[src/rtl/framebuffer_arbiter.sv]
// -----------------------------------------------------------------------------
// framebuffer_arbiter
//
// Shares one single-port 320x240x12 frame-buffer RAM between the VGA scan-out
// reader and the camera capture writer. Reads always win the RAM port; camera
// pixels wait in a small FIFO and drain into cycles the reader leaves free.
// A capture FSM sequences whole-frame writes and raises ready_display once a
// complete frame is stored.
//
// Optional build macro:
//   FB_WRITE_STARVE_GUARD_EN - after STARVE_LIMIT consecutive cycles with the
//   FIFO full and a read pending, the writer takes the RAM for one cycle.
//
// Ports:
//   sys_clk          clock
//   reset            asynchronous, active-low reset
//   capture_enable   level, 1 = capture frames
//   cam_frame_start  camera start-of-frame pulse
//   cam_wr_valid     camera pixel valid
//   cam_wr_data      camera pixel (RGB444)
//   cam_wr_ready     FIFO can accept a pixel
//   rd_req, rd_addr  VGA read request / address
//   rd_grant         read issued to the RAM this cycle
//   rd_data          read data (pass-through of ram_rdata)
//   rd_data_valid    rd_data valid (rd_grant delayed one cycle)
//   ram_addr, ram_wdata, ram_we, ram_rdata   RAM port, 1-cycle read latency
//   ready_display    a complete frame is present in RAM
//   short_frame      one-cycle pulse when a frame is restarted early
//
// State table:
//   S_IDLE     | capture disabled, FIFO empty
//   S_WAIT_SOF | armed, waiting for camera start-of-frame
//   S_CAPTURE  | accepting pixels and writing them to wr_addr
//   S_DONE     | full frame stored, holds until capture_enable drops
// -----------------------------------------------------------------------------
module framebuffer_arbiter #(
  parameter int ADDR_W       = 17,
  parameter int DATA_W       = 12,
  parameter int FRAME_PIXELS = 76800,
  parameter int FIFO_DEPTH   = 4,
  parameter int STARVE_LIMIT = 8
) (
  input  logic              sys_clk,
  input  logic              reset,
  input  logic              capture_enable,
  input  logic              cam_frame_start,
  input  logic              cam_wr_valid,
  input  logic [DATA_W-1:0] cam_wr_data,
  output logic              cam_wr_ready,
  input  logic              rd_req,
  input  logic [ADDR_W-1:0] rd_addr,
  output logic              rd_grant,
  output logic [DATA_W-1:0] rd_data,
  output logic              rd_data_valid,
  output logic [ADDR_W-1:0] ram_addr,
  output logic [DATA_W-1:0] ram_wdata,
  output logic              ram_we,
  input  logic [DATA_W-1:0] ram_rdata,
  output logic              ready_display,
  output logic              short_frame
);

  localparam int PTR_W = $clog2(FIFO_DEPTH);

  localparam logic [1:0] S_IDLE     = 2'd0;
  localparam logic [1:0] S_WAIT_SOF = 2'd1;
  localparam logic [1:0] S_CAPTURE  = 2'd2;
  localparam logic [1:0] S_DONE     = 2'd3;

  localparam logic [ADDR_W-1:0] LAST_ADDR = ADDR_W'(FRAME_PIXELS - 1);
  localparam logic [PTR_W:0]    FULL_CNT  = (PTR_W + 1)'(FIFO_DEPTH);

  logic [1:0]        state_q, state_d;
  logic [ADDR_W-1:0] wr_addr_q, wr_addr_d;
  logic              ready_q, ready_d;
  logic              short_q, short_d;
  logic              rdv_q;

  logic [DATA_W-1:0] fifo_mem_q [FIFO_DEPTH];
  logic [PTR_W-1:0]  fifo_rd_ptr_q, fifo_wr_ptr_q;
  logic [PTR_W:0]    fifo_cnt_q;

  logic in_capture, fifo_full, fifo_empty;
  logic push, pop, flush, last_wr, force_wr, grant_int;

  assign in_capture = (state_q == S_CAPTURE);
  assign fifo_full  = (fifo_cnt_q == FULL_CNT);
  assign fifo_empty = (fifo_cnt_q == '0);

`ifdef FB_WRITE_STARVE_GUARD_EN
  localparam int SC_W = $clog2(STARVE_LIMIT + 1);
  localparam logic [SC_W-1:0] STARVE_MAX = SC_W'(STARVE_LIMIT);

  logic [SC_W-1:0] starve_q, starve_d;

  assign force_wr = (starve_q == STARVE_MAX) & fifo_full & rd_req &
                    in_capture & capture_enable;

  always_comb begin
    starve_d = '0;
    if (force_wr) begin
      starve_d = '0;
    end else if (fifo_full && rd_req) begin
      // Saturate so a blocked force (capture disabled) cannot wrap the count.
      starve_d = (starve_q == STARVE_MAX) ? starve_q : starve_q + SC_W'(1);
    end
  end

  always_ff @(posedge sys_clk or negedge reset) begin
    if (!reset) starve_q <= '0;
    else        starve_q <= starve_d;
  end
`else
  // Guard compiled out: reads always win (expression is constant 0).
  assign force_wr = (STARVE_LIMIT < 0);
`endif

  // Grant: reads first, then FIFO drain while capturing.
  assign grant_int = rd_req & ~force_wr;
  assign pop       = ~grant_int & in_capture & ~fifo_empty & capture_enable;
  assign push      = in_capture & cam_wr_valid & ~fifo_full;
  assign last_wr   = pop & (wr_addr_q == LAST_ADDR);

  // Combinational outputs are forced low while reset is held.
  assign rd_grant     = reset & grant_int;
  assign cam_wr_ready = reset & (~in_capture | ~fifo_full);
  assign ram_we       = pop;
  assign ram_addr     = pop ? wr_addr_q : rd_addr;
  assign ram_wdata    = fifo_mem_q[fifo_rd_ptr_q];
  assign rd_data      = ram_rdata;

  assign rd_data_valid = rdv_q;
  assign ready_display = ready_q;
  assign short_frame   = short_q;

  always_comb begin
    state_d   = state_q;
    wr_addr_d = wr_addr_q;
    ready_d   = ready_q;
    short_d   = 1'b0;
    flush     = 1'b0;
    if (!capture_enable) begin
      state_d = S_IDLE;
      flush   = 1'b1;
      ready_d = 1'b0;
    end else begin
      case (state_q)
        S_IDLE: state_d = S_WAIT_SOF;
        S_WAIT_SOF: begin
          if (cam_frame_start) begin
            state_d   = S_CAPTURE;
            wr_addr_d = '0;
            flush     = 1'b1;
          end
        end
        S_CAPTURE: begin
          // The last-pixel write takes priority over a coincident frame start.
          if (last_wr) begin
            state_d = S_DONE;
            ready_d = 1'b1;
          end else if (cam_frame_start) begin
            wr_addr_d = '0;
            flush     = 1'b1;
            short_d   = 1'b1;
          end else if (pop) begin
            wr_addr_d = wr_addr_q + ADDR_W'(1);
          end
        end
        default: state_d = S_DONE;
      endcase
    end
  end

  always_ff @(posedge sys_clk or negedge reset) begin
    if (!reset) begin
      state_q   <= S_IDLE;
      wr_addr_q <= '0;
      ready_q   <= 1'b0;
      short_q   <= 1'b0;
      rdv_q     <= 1'b0;
    end else begin
      state_q   <= state_d;
      wr_addr_q <= wr_addr_d;
      ready_q   <= ready_d;
      short_q   <= short_d;
      rdv_q     <= rd_grant;
    end
  end

  always_ff @(posedge sys_clk or negedge reset) begin
    if (!reset) begin
      fifo_rd_ptr_q <= '0;
      fifo_wr_ptr_q <= '0;
      fifo_cnt_q    <= '0;
    end else if (flush) begin
      fifo_rd_ptr_q <= '0;
      fifo_wr_ptr_q <= '0;
      fifo_cnt_q    <= '0;
    end else begin
      if (push) fifo_wr_ptr_q <= fifo_wr_ptr_q + PTR_W'(1);
      if (pop)  fifo_rd_ptr_q <= fifo_rd_ptr_q + PTR_W'(1);
      case ({push, pop})
        2'b10:   fifo_cnt_q <= fifo_cnt_q + (PTR_W + 1)'(1);
        2'b01:   fifo_cnt_q <= fifo_cnt_q - (PTR_W + 1)'(1);
        default: fifo_cnt_q <= fifo_cnt_q;
      endcase
    end
  end

  // Pixel storage needs no reset; occupancy is tracked by the pointers.
  always_ff @(posedge sys_clk) begin
    if (push) fifo_mem_q[fifo_wr_ptr_q] <= cam_wr_data;
  end

endmodule

[config.mk]
export PLATFORM = sky130hd
export DESIGN_NAME = framebuffer_arbiter
export DESIGN_NICKNAME = d
export VERILOG_FILES = /design/src/rtl/framebuffer_arbiter.sv
export SDC_FILE = /design/constraint.sdc
export NUM_CORES = 1
export LEC_CHECK = 0
export CORE_MARGIN = 5
export CORE_UTILIZATION = 45
export CTS_BUF_LIST = sky130_fd_sc_hd__clkbuf_8
export DETAILED_ROUTE_END_ITERATION = 7
export DONT_BUFFER_PORTS = 1
export SLEW_MARGIN = 40
export SYNTH_ARGS = -nofsm -noshare
export SYNTH_HDL_FRONTEND = slang
export SYNTH_SLANG_ARGS = --single-unit
[constraint.sdc]
create_clock -name sys_clk -period 3 [get_ports sys_clk]
set_clock_uncertainty 0.05 [all_clocks]
set_input_delay 0.3 -clock sys_clk [delete_from_list [all_inputs] [get_ports sys_clk]]
set_output_delay 0.3 -clock sys_clk [all_outputs]
set_load 0.005 [all_outputs]
==> results.cfg, run 1 <==
[run_status]
status = completed

[worst_setup_path]
worstPathRequired_ns = 2.65
criticalPathCategory = flop to output port
cpPeakStageDelay_ns = 0.47
worstPathMaxFanout = 18
reg2reg_slack_ns = 0.47
cp_common_cell = nand2_1
timing.rr.start = state_q[0]
endpoint_kind = output port
path_delay_family = simple AND/OR/NAND/NOR gates
reg2reg_to = wr_addr_q[15]
worstPathArrival_ns = 2.37
critPathBufInv = 3
cp_cell_sequence = inv_1 -> ha_1 -> nand2_2 -> or3_4 -> clkinvlp_4 -> buf_4 -> nand2_1 -> nand2_1
cpMaxStageDelayCell = or3_4
r2r_cells = 8
start_kind = flop

[min_path]
hold_path.class = primary input to flop
hp-start = capture_enable
hold-path-cell-count = 1
hold_path_end = ready_display

[place]
io_buffer_count = 0
dp.cells = 411
gp_congestion = 0.807
detailed_place_hpwl_microns = 5290

[detailed_routing]
highest_layer = met4
viasPerCell = 5.59
drtIter0Drc = 135
drt_pass1_iterations = 4
wl_met3_microns = 537
postRouteAntennaNets = 0
drcViolationCount = 0
wire_per_inst_microns = 17.5
vias = 2483
wl_met1_microns = 3420
wl_met2_microns = 3670
drt-total-wl_microns = 7770

[grt]
grt_max_degree = 30
gr-total-overflow = 0
grt_pass1_vias = 2440
grt_pass1_wl_microns = 12400
antenna_found_initial = 0
grt_use_total_pct = 15.5

[logic_synthesis]
synth_most_common_cell = nand2_1
syn_nets = 382
post-synth-top-area-cell = edfxtp_1
syn_area_per_cell_sq_um = 11.8
ys_seq_elements = 77
synthTopCellsByArea = edfxtp_1, dfrtp_1, mux4_2, nand2_1, ha_1
syn_area_sq_um = 3860
ys_types = 48
synth_edf_count = 48
async_reset_ff_share_pct = 37.7
netlist_instances = 326
ys_seq_area_share_pct = 56.1
ys_warn_count = 0
ys_top_cells_by_count = nand2_1, edfxtp_1, dfrtp_1
synth.top_cell.area_share_pct = 37.3
synthFlopType = edfxtp_1

[floorplan]
fp-row-count = 33
chipHeight_microns = 103
die_w_microns = 103
core_sq_um = 8300
num_io_pins = 94
dieArea_sq_um = 10500
initial_core_util_pct = 46.5

[clock_network]
clk_path_buf_depth = 2
clk_pin_slew_ns = 0.08
cts_tree = yes
insertion_delay_ns = 0.36
htreeDepth = 3
clockRootBuffer = clkbuf_8
clock-sinks = 77
cts_made_buffers = 9

[timing]
fin_setup_tns_ns = 0
post-route-period-util_pct = 90.5
worstMarginPinSlew_ns = 0.641
relSlewSlack_pct = 57.2
max_freq_mhz = 368
slew_violations = 0
rsz0062_at_grt = false
final_hold_viol_count = 0
layout_min_cycle_time_ns = 2.72
setup_viol = 0

[finish]
drive_gt1_share_pct = 16.2
area_delta_synth_final_pct = 10.5
nNetsFinal = 390
fin_cells = 444
final_util_pct = 51.4
antenna_cells = 0

[power]
power_density_nw_per_um2 = 538
max-vdd-ir-drop_v = 0.000194
total_power_mw = 2.29
p_leak_nw = 1.60

[run]
drv_cap = 0
[cell usage in the layout (no fill, tap or decap), types with 3 or more instances in the layout]
master         instances
o21ai_0               14
o21ai_1                7
inv_1                  7
a21oi_1                5
edfxtp_1              48
xnor2_1                4
nand3_1               10
o21ai_2               10
clkinv_4               3
and2_1                 9
buf_4                  7
nor3_1                 4
nand2_1               65
dlygate4sd3_1         16
clkbuf_8               9
ha_1                   8
and3_1                 6
a31oi_1                5
nor2_1                14
dfrtp_1               28
o31ai_1                3
mux4_2                12
nand4_1                7
nor2b_1                4
[repair_timing]
item	in CTS	in global routing
hold endpoints to repair	79	0
setup endpoints to repair	0	9
setup buffers	0	0
gates resized for setup	0	1
hold buffers	17	0
[state kept, by name, summed over array words and instances (netlist names)]
register	count
rd_data_valid	1
wr_addr_q	17
fifo_wr_ptr_q	2
short_frame	1
state_q	2
fifo_cnt_q	3
fifo_rd_ptr_q	2
fifo_mem_q	48
ready_display	1
[worst register-to-register path: stages (launching register included)]
cell,delay (ns)
dfrtp_1,0.38
inv_1,0.10
ha_1,0.34
nand2_2,0.09
or3_4,0.47
o31ai_4,0.57
buf_4,0.29
o21ai_0,0.10
o21ai_1,0.08
[cell families after synthesis]
group | share of synthesized area, %
AO/OA/AOI/OAI | 11.0
XOR/XNOR | 1.13
adder cells (fa/ha/maj) | 3.11
buffers and inverters | 5.12
flip-flops | 56.1
multiplexers | 7.26
AND/OR/NAND/NOR | 16.2
[where the power goes]
part / leakage, nW / internal, mW / switching (mW)
combinational: 0.669 / 0.126 / 0.176
clock: 0.100 / 0.394 / 0.408
sequential: 0.832 / 1.17 / 0.0208
total: 1.60 / 1.69 / 0.605
[stage by stage]
| stage | area (sq um) | setup slack, ns | hold slack [ns] |
|---|---|---|---|
| after global placement | 3880 | 0.569 | -0.0446 |
| after CTS | 4260 | 0.109 | 0.0209 |
| final | 4270 | 0.284 | 0.0342 |
| after floorplan | 3860 | 0.0825 | -0.0456 |
| after global routing | 4270 | 0.136 | 0.0395 |
| after detailed placement | 3880 | 0.490 | -0.0448 |
[routing by layer]
| layer | up-vias | global-route usage (%) |
|---|---|---|
| li1 | 1191 | - |
| met3 | 14 | 3.59 |
| met1 | 1203 | 20.3 |
| met2 | 75 | 24.2 |
| met5 | - | 0 |
| met4 | 0 | 7.57 |
[final cells by class]
type / count / area [sq um]
fill: 720 / 4030
sequential: 77 / 2170
multi-input combinational: 214 / 1500
timing repair buffer: 24 / 233
tap: 105 / 131
clock buffer: 9 / 124
clock inverter: 7 / 81.3
inverter: 8 / 33.8
[worst max path at each step]
stage	cells after the start	to	slack [ns]	startpoint
after floorplan	12	fifo_cnt_q[2]	0.08	state_q[0]
after global placement	8	wr_addr_q[15]	0.57	state_q[0]
after detailed placement	8	wr_addr_q[15]	0.49	state_q[0]
after CTS	8	ram_addr[8]	0.11	state_q[0]
after global routing	8	ram_addr[8]	0.14	state_q[0]
final	8	ram_addr[8]	0.28	state_q[0]
Power figures use the tool's default switching activity.
==> run 2: changes to the inputs <==
--- a/config.mk
+++ b/config.mk
@@ -10,7 +10,7 @@
 export CTS_BUF_LIST = sky130_fd_sc_hd__clkbuf_8
 export DETAILED_ROUTE_END_ITERATION = 7
 export DONT_BUFFER_PORTS = 1
-export SLEW_MARGIN = 40
+export SLEW_MARGIN = 10
 export SYNTH_ARGS = -nofsm -noshare
 export SYNTH_HDL_FRONTEND = slang
 export SYNTH_SLANG_ARGS = --single-unit
==> run 2 against run 1 <==
Sequential cell count unchanged. Critical path depth unchanged. Final cell count unchanged. Hold slack unchanged. Combinational power about the same. First-iteration DRC count unchanged. Non-clock buffer count unchanged. Clock-buffer cell count unchanged. Die area unchanged. Global-route usage unchanged. Final area about the same.
==> results.cfg, run 2 (same netlist as run 1, synthesis figures left out) <==
[run_status]
status = completed

[worst_setup_path]
cpPeakStageDelay_ns = 0.47
start_kind = flop
cp.depth = 8
criticalPathCategory = flop to output port
cp_common_cell = nand2_1
reg2reg_slack_ns = 0.47
worstPathArrival_ns = 2.37
endpoint_kind = output port
worstPathMaxFanout = 18
critPathBufInv = 3
r2r_cells = 8
cpMaxStageDelayCell = or3_4
path_delay_family = simple AND/OR/NAND/NOR gates
cp_cell_sequence = inv_1 -> ha_1 -> nand2_2 -> or3_4 -> clkinvlp_4 -> buf_4 -> nand2_1 -> nand2_1
worstPathRequired_ns = 2.65

[timing]
slew_violations = 0
worstMarginPinSlew_ns = 0.838
setup_viol = 0
relSlewSlack_pct = 44.1
post-route-period-util_pct = 90.5
timing.final.ws_setup_ns = 0.284
fin_setup_tns_ns = 0
final_hold_viol_count = 0
rsz0062_at_grt = false
layout_min_cycle_time_ns = 2.72
max_freq_mhz = 368

[detailed_routing]
highest_layer = met4
wire_per_inst_microns = 17.5
wl_met3_microns = 537
drt_pass1_iterations = 4
viasPerCell = 5.59
wl_met1_microns = 3420
wl_met2_microns = 3670
vias = 2483
postRouteAntennaNets = 0
drt-total-wl_microns = 7770
drtIter0Drc = 135
drcViolationCount = 0

[place]
dpl_cell_area_sq_um = 3880
io_buffer_count = 0
place_ws_ns = 0.490
detailed_place_hpwl_microns = 5290
gp_congestion = 0.807

[power]
p_leak_nw = 1.60
p_seq_share_pct = 51.9
power_switching_mw = 0.605
p_sw_share_pct = 26.4
power_frac_comb_pct = 13.1
max-vdd-ir-drop_v = 0.000194
power_density_nw_per_um2 = 538
pwr-share-clk_pct = 35.0
intPower_mw = 1.69

[clock_network]
clockRootBuffer = clkbuf_8
clk_pin_slew_ns = 0.08
insertion_delay_ns = 0.36
clk_path_buf_depth = 2
cts_tree = yes
clock-sinks = 77
post_cts_buffers = 0
htreeDepth = 3
cts_made_buffers = 9

[finish]
area_delta_synth_final_pct = 10.5
top_regs = fifo_mem_q x48, wr_addr_q x17, fifo_cnt_q x3
final_common_cell = nand2_1
nNetsFinal = 390
multi_input_area_sq_um = 1500
largest_reg_flops = 48
regArea_sq_um = 2170
final_cell_area_sq_um = 4270
top_register = fifo_mem_q
antenna_cells = 0
final_cell_mix = nand2_1, edfxtp_1, dfrtp_1
drive_gt1_share_pct = 15.9
fillerInstances = 718

[run]
drv_cap = 0

[floorplan]
die_w_microns = 103
chipHeight_microns = 103
num_io_pins = 94
dieArea_sq_um = 10500
fp-row-count = 33
core_sq_um = 8300
initial_core_util_pct = 46.5

[grt]
grt_max_degree = 30
grt_pass1_vias = 2440
grt_use_total_pct = 15.5
grt_pass1_wl_microns = 12400
gr-total-overflow = 0
antenna_found_initial = 0

[min_path]
hold-path-cell-count = 1
hold_path.class = primary input to flop
==> run 2: changes by cell type in the layout (fill, tap and decap cells not counted) <==
cell | previous run | this run
dfrtp_2 | 1 | 0
dfrtp_1 | 28 | 29
==> run 2: repair_timing <==
item	in CTS	in global routing
gates resized for setup	0	1
endpoints found under the hold margin	79	0
hold buffers	17	0
setup endpoints to repair	0	9
==> run 2: metal layers <==
metal | track usage (%) | vias to the layer above
li1 | - | 1191
met1 | 20.3 | 1203
met2 | 24.2 | 75
met3 | 3.59 | 14
met4 | 7.57 | 0
met5 | 0 | -
==> run 2: layout make-up <==
cell class	count	share of cell area, %
Inverter	8	0.792
Sequential cell	77	50.8
Clock inverter	7	1.91
Multi-Input combinational cell	214	35.1
Clock buffer	9	2.90
Timing Repair Buffer	24	5.46
Tap cell	105	3.08
==> run 2: through the flow <==
stage | hold WS [ns] | total power [mW] | util (%) | cells
2_1_floorplan | -0.0456 | 1.44 | - | 326
3_3_place_gp | -0.0446 | 1.48 | 46.7 | 411
3_5_place_dp | -0.0448 | 1.48 | 46.7 | 411
4_1_cts | 0.0209 | 2.32 | 51.3 | 444
5_1_grt | 0.0395 | 2.41 | 51.4 | 444
6_report | 0.0342 | 2.29 | 51.4 | 444
==> run 2: power by group through the flow <==
stage / Combinational [mW] / Clock [mW] / Sequential (mW)
2_1_floorplan: 0.235 / 0 / 1.21
3_3_place_gp: 0.268 / 0 / 1.21
3_5_place_dp: 0.270 / 0 / 1.22
4_1_cts: 0.308 / 0.823 / 1.19
5_1_grt: 0.340 / 0.874 / 1.20
6_report: 0.302 / 0.802 / 1.19
==> run 2: worst register-to-register path, stage by stage, from the launching register on <==
cell and delay, ns:
dfrtp_1 0.38, inv_1 0.10, ha_1 0.34, nand2_2 0.09, or3_4 0.47, o31ai_4 0.57, buf_4 0.29, o21ai_0 0.10
o21ai_1 0.08
==> run 2: worst paths after layout <==
kind                                 from            end
max                            state_q[0]    ram_addr[8]
min                        capture_enable  ready_display
max reg2reg                    state_q[0]  wr_addr_q[15]
min reg2reg                 wr_addr_q[14]  wr_addr_q[14]
max in group asynchronous           reset   wr_addr_q[6]
min in group asynchronous           reset  wr_addr_q[11]
